File: config.mk
export PLATFORM = sky130hd
export DESIGN_NAME = lfsr_decrypt_stream
export DESIGN_NICKNAME = d
export VERILOG_FILES = /design/src/rtl/lfsr_pkg.sv /design/src/rtl/lfsr_step.sv /design/src/rtl/lfsr_decrypt_stream.sv
export SDC_FILE = /design/constraint.sdc
export NUM_CORES = 1
export LEC_CHECK = 0
export BUFFER_PORTS_ARGS = -buffer_cell sky130_fd_sc_hd__buf_2
export CORE_MARGIN = 4
export CORE_UTILIZATION = 30
export DETAILED_ROUTE_END_ITERATION = 7
export SYNTH_ARGS = -nofsm -noshare
export SYNTH_HDL_FRONTEND = slang
export SYNTH_SLANG_ARGS = --single-unit
File: constraint.sdc
create_clock -name clk -period 2.3 [get_ports clk]
set_clock_uncertainty 0.05 [all_clocks]
set_input_delay 0.69 -clock clk [delete_from_list [all_inputs] [get_ports clk]]
set_output_delay 0.69 -clock clk [all_outputs]
set_load 0.02 [all_outputs]
File: src/rtl/lfsr_pkg.sv
// Shared constants, tap table and FSM state type for the LFSR stream decryptor.
package lfsr_pkg;

  localparam int MSG_LEN   = 64;
  localparam int TRAIN_LEN = 10;
  localparam int NUM_TAPS  = 9;

  localparam logic [7:0] SPACE = 8'h20;

  localparam logic [6:0] TAP [0:NUM_TAPS-1] = '{
    7'h60, 7'h48, 7'h78, 7'h72, 7'h6A, 7'h69, 7'h5C, 7'h7E, 7'h7B
  };

  typedef enum logic [2:0] {
    IDLE,
    TRAIN,
    STRIP,
    RUN,
    PAD,
    DONE
  } state_t;

  // Lowest set bit of a candidate mask; 0 when the mask is empty.
  function automatic logic [3:0] first_candidate(input logic [NUM_TAPS-1:0] mask);
    logic [3:0] idx;
    idx = 4'd0;
    for (int p = NUM_TAPS - 1; p >= 0; p--) begin
      if (mask[p]) idx = 4'(p);
    end
    return idx;
  endfunction

endpackage

File: src/rtl/lfsr_step.sv
// One step of the 7-bit Fibonacci LFSR: shift left, feedback = parity of tapped bits.
module lfsr_step (
  input  logic [6:0] state_in,
  input  logic [6:0] tap,
  output logic [6:0] state_out
);

  assign state_out = {state_in[5:0], ^(state_in & tap)};

endmodule

File: src/rtl/lfsr_decrypt_stream.sv
// Trains on a space preamble to recover the LFSR tap/seed, then decrypts a 64-byte stream.
// Optional feature: define PARITY_FLAG_EN to report per-byte parity errors and abort on bad training bytes.
module lfsr_decrypt_stream
  import lfsr_pkg::*;
(
  input  logic       clk,
  input  logic       init_n,
  input  logic       req,
  output logic       ack,
  output logic       err,
  input  logic [7:0] in_data,
  input  logic       in_valid,
  output logic       in_ready,
  output logic [7:0] out_data,
  output logic       out_valid,
  input  logic       out_ready,
  output logic [3:0] ptrn_idx,
  output logic [6:0] lfsr_seed
);

  state_t              state_q, state_d;
  logic                ack_q, ack_d;
  logic                err_q, err_d;
  logic [7:0]          out_data_q, out_data_d;
  logic                out_valid_q, out_valid_d;
  logic [3:0]          ptrn_idx_q, ptrn_idx_d;
  logic [6:0]          lfsr_seed_q, lfsr_seed_d;
  logic [6:0]          lfsr_q, lfsr_d;
  logic [5:0]          in_cnt_q, in_cnt_d;
  logic [6:0]          out_cnt_q, out_cnt_d;
  logic [NUM_TAPS-1:0] mask_q, mask_d;

  logic [6:0]          cand_next [0:NUM_TAPS-1];
  logic [6:0]          lfsr_cur;
  logic [6:0]          obs;
  logic [6:0]          plain;
  logic                perr;
  logic                accept;
  logic                out_free;
  logic                last_in;
  logic                is_space;
  logic [NUM_TAPS-1:0] mask_upd;

  // lfsr_q is the keystream state of the last consumed byte, so each instance
  // predicts the state of the byte now on in_data under its own tap.
  for (genvar p = 0; p < NUM_TAPS; p++) begin : g_step
    lfsr_step u_step (
      .state_in  (lfsr_q),
      .tap       (TAP[p]),
      .state_out (cand_next[p])
    );
  end

  always_comb begin
    lfsr_cur = cand_next[0];
    for (int p = 1; p < NUM_TAPS; p++) begin
      if (ptrn_idx_q == 4'(p)) lfsr_cur = cand_next[p];
    end
  end

`ifdef PARITY_FLAG_EN
  assign perr = ^in_data;
`else
  logic unused_parity_bit;
  assign perr              = 1'b0;
  assign unused_parity_bit = in_data[7];
`endif

  assign obs      = in_data[6:0] ^ SPACE[6:0];
  assign plain    = in_data[6:0] ^ lfsr_cur;
  assign is_space = !perr && (plain == SPACE[6:0]);
  assign out_free = !out_valid_q || out_ready;
  assign in_ready = ((state_q == TRAIN) || (state_q == STRIP) || (state_q == RUN)) && out_free;
  assign accept   = in_valid && in_ready;
  assign last_in  = (in_cnt_q == 6'(MSG_LEN - 1));

  always_comb begin
    for (int p = 0; p < NUM_TAPS; p++) begin
      mask_upd[p] = mask_q[p] && (cand_next[p] == obs);
    end
  end

  always_comb begin
    state_d     = state_q;
    ack_d       = ack_q;
    err_d       = err_q;
    out_data_d  = out_data_q;
    out_valid_d = out_valid_q && !out_ready;
    ptrn_idx_d  = ptrn_idx_q;
    lfsr_seed_d = lfsr_seed_q;
    lfsr_d      = lfsr_q;
    in_cnt_d    = in_cnt_q;
    out_cnt_d   = out_cnt_q;
    mask_d      = mask_q;

    case (state_q)
      IDLE: begin
        if (req) begin
          state_d    = TRAIN;
          ack_d      = 1'b0;
          err_d      = 1'b0;
          in_cnt_d   = 6'd0;
          out_cnt_d  = 7'd0;
          mask_d     = '1;
          ptrn_idx_d = 4'd0;
        end
      end

      TRAIN: begin
        if (accept) begin
          in_cnt_d = in_cnt_q + 6'd1;
          lfsr_d   = obs;
          if (in_cnt_q == 6'd0) begin
            lfsr_seed_d = obs;
          end else begin
            mask_d = mask_upd;
          end
          if (perr) begin
            state_d = DONE;
            ack_d   = 1'b1;
            err_d   = 1'b1;
          end else if (in_cnt_q == 6'(TRAIN_LEN - 1)) begin
            if (mask_upd == '0) begin
              state_d = DONE;
              ack_d   = 1'b1;
              err_d   = 1'b1;
            end else begin
              ptrn_idx_d = first_candidate(mask_upd);
              state_d    = STRIP;
            end
          end
        end
      end

      // Leading spaces after the preamble are dropped; the first real byte opens RUN.
      STRIP: begin
        if (accept) begin
          in_cnt_d = in_cnt_q + 6'd1;
          lfsr_d   = lfsr_cur;
          if (!is_space) begin
            out_data_d  = {perr, plain};
            out_valid_d = 1'b1;
            out_cnt_d   = out_cnt_q + 7'd1;
            state_d     = RUN;
          end
          if (last_in) state_d = PAD;
        end
      end

      RUN: begin
        if (accept) begin
          in_cnt_d    = in_cnt_q + 6'd1;
          lfsr_d      = lfsr_cur;
          out_data_d  = {perr, plain};
          out_valid_d = 1'b1;
          out_cnt_d   = out_cnt_q + 7'd1;
          if (last_in) state_d = PAD;
        end
      end

      PAD: begin
        if (out_free) begin
          out_data_d  = SPACE;
          out_valid_d = 1'b1;
          out_cnt_d   = out_cnt_q + 7'd1;
          if (out_cnt_q == 7'(MSG_LEN - 1)) begin
            state_d = DONE;
            ack_d   = 1'b1;
            err_d   = 1'b0;
          end
        end
      end

      // Wait for the last byte to drain; ack stays high in IDLE until the next req.
      DONE: begin
        if (!out_valid_q) state_d = IDLE;
      end

      default: state_d = IDLE;
    endcase
  end

  always_ff @(posedge clk or negedge init_n) begin
    if (!init_n) begin
      state_q     <= IDLE;
      ack_q       <= 1'b0;
      err_q       <= 1'b0;
      out_data_q  <= 8'h00;
      out_valid_q <= 1'b0;
      ptrn_idx_q  <= 4'd0;
      lfsr_seed_q <= 7'd0;
      lfsr_q      <= 7'd0;
      in_cnt_q    <= 6'd0;
      out_cnt_q   <= 7'd0;
      mask_q      <= '1;
    end else begin
      state_q     <= state_d;
      ack_q       <= ack_d;
      err_q       <= err_d;
      out_data_q  <= out_data_d;
      out_valid_q <= out_valid_d;
      ptrn_idx_q  <= ptrn_idx_d;
      lfsr_seed_q <= lfsr_seed_d;
      lfsr_q      <= lfsr_d;
      in_cnt_q    <= in_cnt_d;
      out_cnt_q   <= out_cnt_d;
      mask_q      <= mask_d;
    end
  end

  assign ack       = ack_q;
  assign err       = err_q;
  assign out_data  = out_data_q;
  assign out_valid = out_valid_q;
  assign ptrn_idx  = ptrn_idx_q;
  assign lfsr_seed = lfsr_seed_q;

endmodule

==> impl_summary.log <==
INFO  metric area_growth_from_synthesis_to_layout = 43.4%
INFO  metric worstPathArrival = 2.75 ns
INFO  metric gr-usage-met2 = 0.250
INFO  metric fin_ws = -0.273 ns
INFO  metric asyncSetResetFlopFracSynth = 1.00
INFO  metric insertion_delay_of_the_later_clocked_pin_in_the_worst_skew_pair = ~0.29 ns
INFO  metric post_route_cells_drive_above_1_share = 0.439
INFO  metric met1_usage = 0.206
INFO  metric viasPerCell = 5.10
INFO  metric path_class = reg -> reg
INFO  metric detail_route.wl_per_cell = around 16 um
INFO  metric grt_antenna_before_repair = 0
INFO  metric finalCriticalPeriod = roughly 2.6 ns
INFO  metric routed_wirelength = approximately 10000 um
INFO  metric synth_seq_area_share = 0.381
INFO  metric most_used_standard_cells_in_the_synthesized_netlist = 44 x sky130_fd_sc_hd__dfrtp_1, 36 x sky130_fd_sc_hd__nand2_1, 34 x sky130_fd_sc_hd__o21ai_0
INFO  metric syn-num-nets = approximately 400
INFO  metric grt_first_pass_wirelength = between 15000 and 20000 um
INFO  metric grt_start_max_net_pins = 54
INFO  metric cts_made_buffers = 5
INFO  metric grt_setup_unrepaired = true
INFO  metric antenna_cells_inserted = 0
INFO  metric core_area = around 11000 sq um
INFO  metric timing.setup.tns = -4.95 ns
INFO  metric synth_top_cell_area_share = 0.314
INFO  metric design_area = a little over 5000 sq um
INFO  metric synthDistinctLibCells = 60
INFO  metric p_per_area = 1800 nW/um^2
INFO  metric synthesis.yosys.warnings = 0
INFO  metric gp_congestion = a little under 0.9
INFO  metric count_of_flip_flops_with_a_built_in_enable_after_synthesis = 0
INFO  metric path_max_fanout = 5
INFO  metric drv_cap = 0
INFO  metric end_kind = register
INFO  metric fp.dieW = approximately 120 um
INFO  metric synth_ff_type = sky130_fd_sc_hd__dfrtp_1
INFO  metric yosys_register_bits = 53
INFO  metric crit_required = about 2.5 ns
INFO  metric dieHeight = about 120 um
INFO  metric cts.clk_slew.worst_paths = around 0.08 ns
INFO  metric start_util = 0.307
INFO  metric syn_area_per_cell = between 9 and 10 sq um
INFO  metric grt_use_met3 = 0.0197
INFO  metric syn_area = roughly 3500 sq um
INFO  metric final_nets = ~520
INFO  metric rows = 39
INFO  metric post-route-period-util = 1.12
INFO  metric detailed_place.area = roughly 4400 sq um
INFO  metric cts_root_buffer = sky130_fd_sc_hd__clkbuf_16
INFO  metric holdWs = about 0.32 ns
INFO  metric drc = 0
INFO  metric slew-limit-headroom = 0.650
INFO  metric setup-violations-final = 23
INFO  metric holdCritPathClass = in -> async
INFO  metric netlist_top_cells_area = sky130_fd_sc_hd__dfrtp_1 31%, sky130_fd_sc_hd__dfstp_2 6.7%, sky130_fd_sc_hd__o21ai_0 4.8%
INFO  metric firstDrtPassIters = 4
INFO  metric dieArea = approximately 13000 sq um
INFO  metric grt_use_total = 0.149
INFO  metric cts_buffer_depth = 2
INFO  metric dp_hpwl = 7090 um
INFO  metric antenna_violating_nets_post_route = 0
INFO  metric report.final.hold_viol_count = 0
INFO  metric total_leakage_power = about 2.4 nW
INFO  metric gr-total-overflow = 0
INFO  metric ioPinCount = 36
INFO  metric detail_route.iter0.violations = about 240
INFO  metric yosys.cell_count.top_type = sky130_fd_sc_hd__dfrtp_1
INFO  metric via_count = approximately 3.3k
INFO  metric ctsHoldBuffers = 0
INFO  metric synthCells = about 380
INFO  metric cts-htree-levels = 2
INFO  metric critPathLaunchType = register
INFO  metric cp_slowest_cell = sky130_fd_sc_hd__dfrtp_2
INFO  metric max_clock_freq = around 0.4 GHz
INFO  metric status = complete, but fails checks
INFO  metric synth_top_area_cell = sky130_fd_sc_hd__dfrtp_1
INFO  metric tightestPinTransition = 0.523 ns
INFO  metric io_buffers = 33
INFO  metric critical_path_cell_sequence = buf_4, xor2_2, or3_1, o221ai_2, o32ai_2, buf_4, a21o_4, o21ai_4, nand2_4, buf_6, buf_6, a21oi_2
INFO  metric irDropWorstVdd = between 900 and 1000 uV
INFO  metric longest_individual_stage_delay_on_the_worst_path = ~0.43 ns
INFO  metric vias_in_the_first_global_route = 3188
INFO  metric most_used_routing_layer_in_global_routing = met2
INFO  metric final_max_slew_viol_count = 0
INFO  metric clock_sink_count = 53
INFO  metric violations = negative setup slack
INFO  metric tritoncts = done
==> cells by family (layout without fill, tap and decap cells) <==
kind of cell	count (synthesis)	in the layout	synth area share
buffers and inverters	37	161	0.0485
AO/OA/AOI/OAI	109	109	0.203
AND/OR/NAND/NOR	132	132	0.186
other	1	1	0.00107
adder cells (fa/ha/maj)	4	4	0.0143
multiplexers	9	9	0.0282
XOR/XNOR	37	37	0.138
flip-flops	53	53	0.381
==> metrics by stage <==
stage	setup slack [ns]	std cells	power (W)	utilization
6_report	-0.273	649	0.00907	0.441
5_1_grt	-0.369	649	0.00968	0.441
4_1_cts	-0.228	643	0.00847	0.423
3_5_place_dp	-0.405	621	0.00710	0.389
3_3_place_gp	-0.359	621	0.00703	0.389
2_1_floorplan	-0.182	382	0.00502	-
==> what timing repair did <==
action / CTS / global route
endpoints found under the hold margin: 0 / 0
buffers inserted: 14 / 6
pin swaps: 17 / 8
setup endpoints to repair: 24 / 26
resized for setup: 33 / 28
==> registers in the layout (all words and copies together), names as in the netlist <==
register   count
state_q        3
out_cnt_q      7
lfsr_seed      7
in_cnt_q       6
err            1
mask_q         9
ptrn_idx       4
ack            1
out_data       7
lfsr_q         7
out_valid      1
==> power breakdown <==
part | leakage [nW] | total (W) | internal, W | switching [W]
registers | 0.650 | 0.00161 | 0.00134 | 0.000274
clock network | 0.0631 | 0.000760 | 0.000405 | 0.000355
logic | 1.65 | 0.00670 | 0.00360 | 0.00310
total | 2.37 | 0.00907 | 0.00534 | 0.00372
==> final cells by class <==
type	instances	area, sq um
flip-flops and latches	53	1340
fillers	1118	6390
repair buffers	140	1010
clock buffers	6	129
inverters	13	48.8
well taps	143	179
clock inverters	2	15.0
multi-input cells	292	2300
==> layer usage <==
| metal | vias up | wire (um) |
|---|---|---|
| li1 | 1605 | - |
| met1 | 1623 | 4610 |
| met2 | 74 | 4980 |
| met3 | 6 | 412 |
| met4 | 0 | 95 |
| met5 | - | 0 |
==> worst max-delay path, delay by kind of cell (launching register included) <==
kind / cells / cell delay, ns
AOI/OAI and AO/OA: 5 / 0.81
buffers and inverters: 4 / 0.55
and+or+nand+nor: 2 / 0.48
DFF: 1 / 0.43
xor gates and xnor gates: 1 / 0.16
==> placed cells by master, fill, tap and decap left out, types with 4 or more instances in the layout <==
cell type / n
sky130_fd_sc_hd__nor2b_1: 8
sky130_fd_sc_hd__ha_1: 4
sky130_fd_sc_hd__a21o_1: 6
sky130_fd_sc_hd__xnor2_1: 11
sky130_fd_sc_hd__buf_2: 32
sky130_fd_sc_hd__dfstp_2: 9
sky130_fd_sc_hd__xor2_1: 10
sky130_fd_sc_hd__clkbuf_16: 5
sky130_fd_sc_hd__dfrtp_1: 41
sky130_fd_sc_hd__buf_4: 99
sky130_fd_sc_hd__nand2b_1: 6
sky130_fd_sc_hd__nand2_1: 35
sky130_fd_sc_hd__o21ai_0: 22
sky130_fd_sc_hd__o21ai_1: 7
sky130_fd_sc_hd__buf_6: 8
sky130_fd_sc_hd__nor3_1: 16
sky130_fd_sc_hd__xnor3_1: 4
sky130_fd_sc_hd__a21oi_1: 18
sky130_fd_sc_hd__and3_1: 4
sky130_fd_sc_hd__nor2_1: 24
sky130_fd_sc_hd__nand3_1: 12
sky130_fd_sc_hd__a31oi_1: 9
sky130_fd_sc_hd__inv_1: 13
sky130_fd_sc_hd__mux2_2: 7
sky130_fd_sc_hd__o21ai_2: 7
sky130_fd_sc_hd__o21a_1: 4
==> path summary, 6_finish.rpt <==
kind	slack, ns	start	cells after the start	endpoint
setup / recovery	-0.27	lfsr_q[6]$_DFFE_PN0P_	12	out_data[5]$_DFFE_PN0P_
hold / removal	0.32	init_n	2	lfsr_seed[0]$_DFFE_PN0P_
setup reg to reg	-0.27	lfsr_q[6]$_DFFE_PN0P_	12	out_data[5]$_DFFE_PN0P_
hold reg to reg	0.43	out_data[1]$_DFFE_PN0P_	1	out_data[1]$_DFFE_PN0P_
max in group asynchronous	1.56	init_n	2	mask_q[4]$_DFFE_PN1P_
min in group clk	0.43	out_data[1]$_DFFE_PN0P_	1	out_data[1]$_DFFE_PN0P_
No activity file was read; power rests on OpenSTA's default activity.
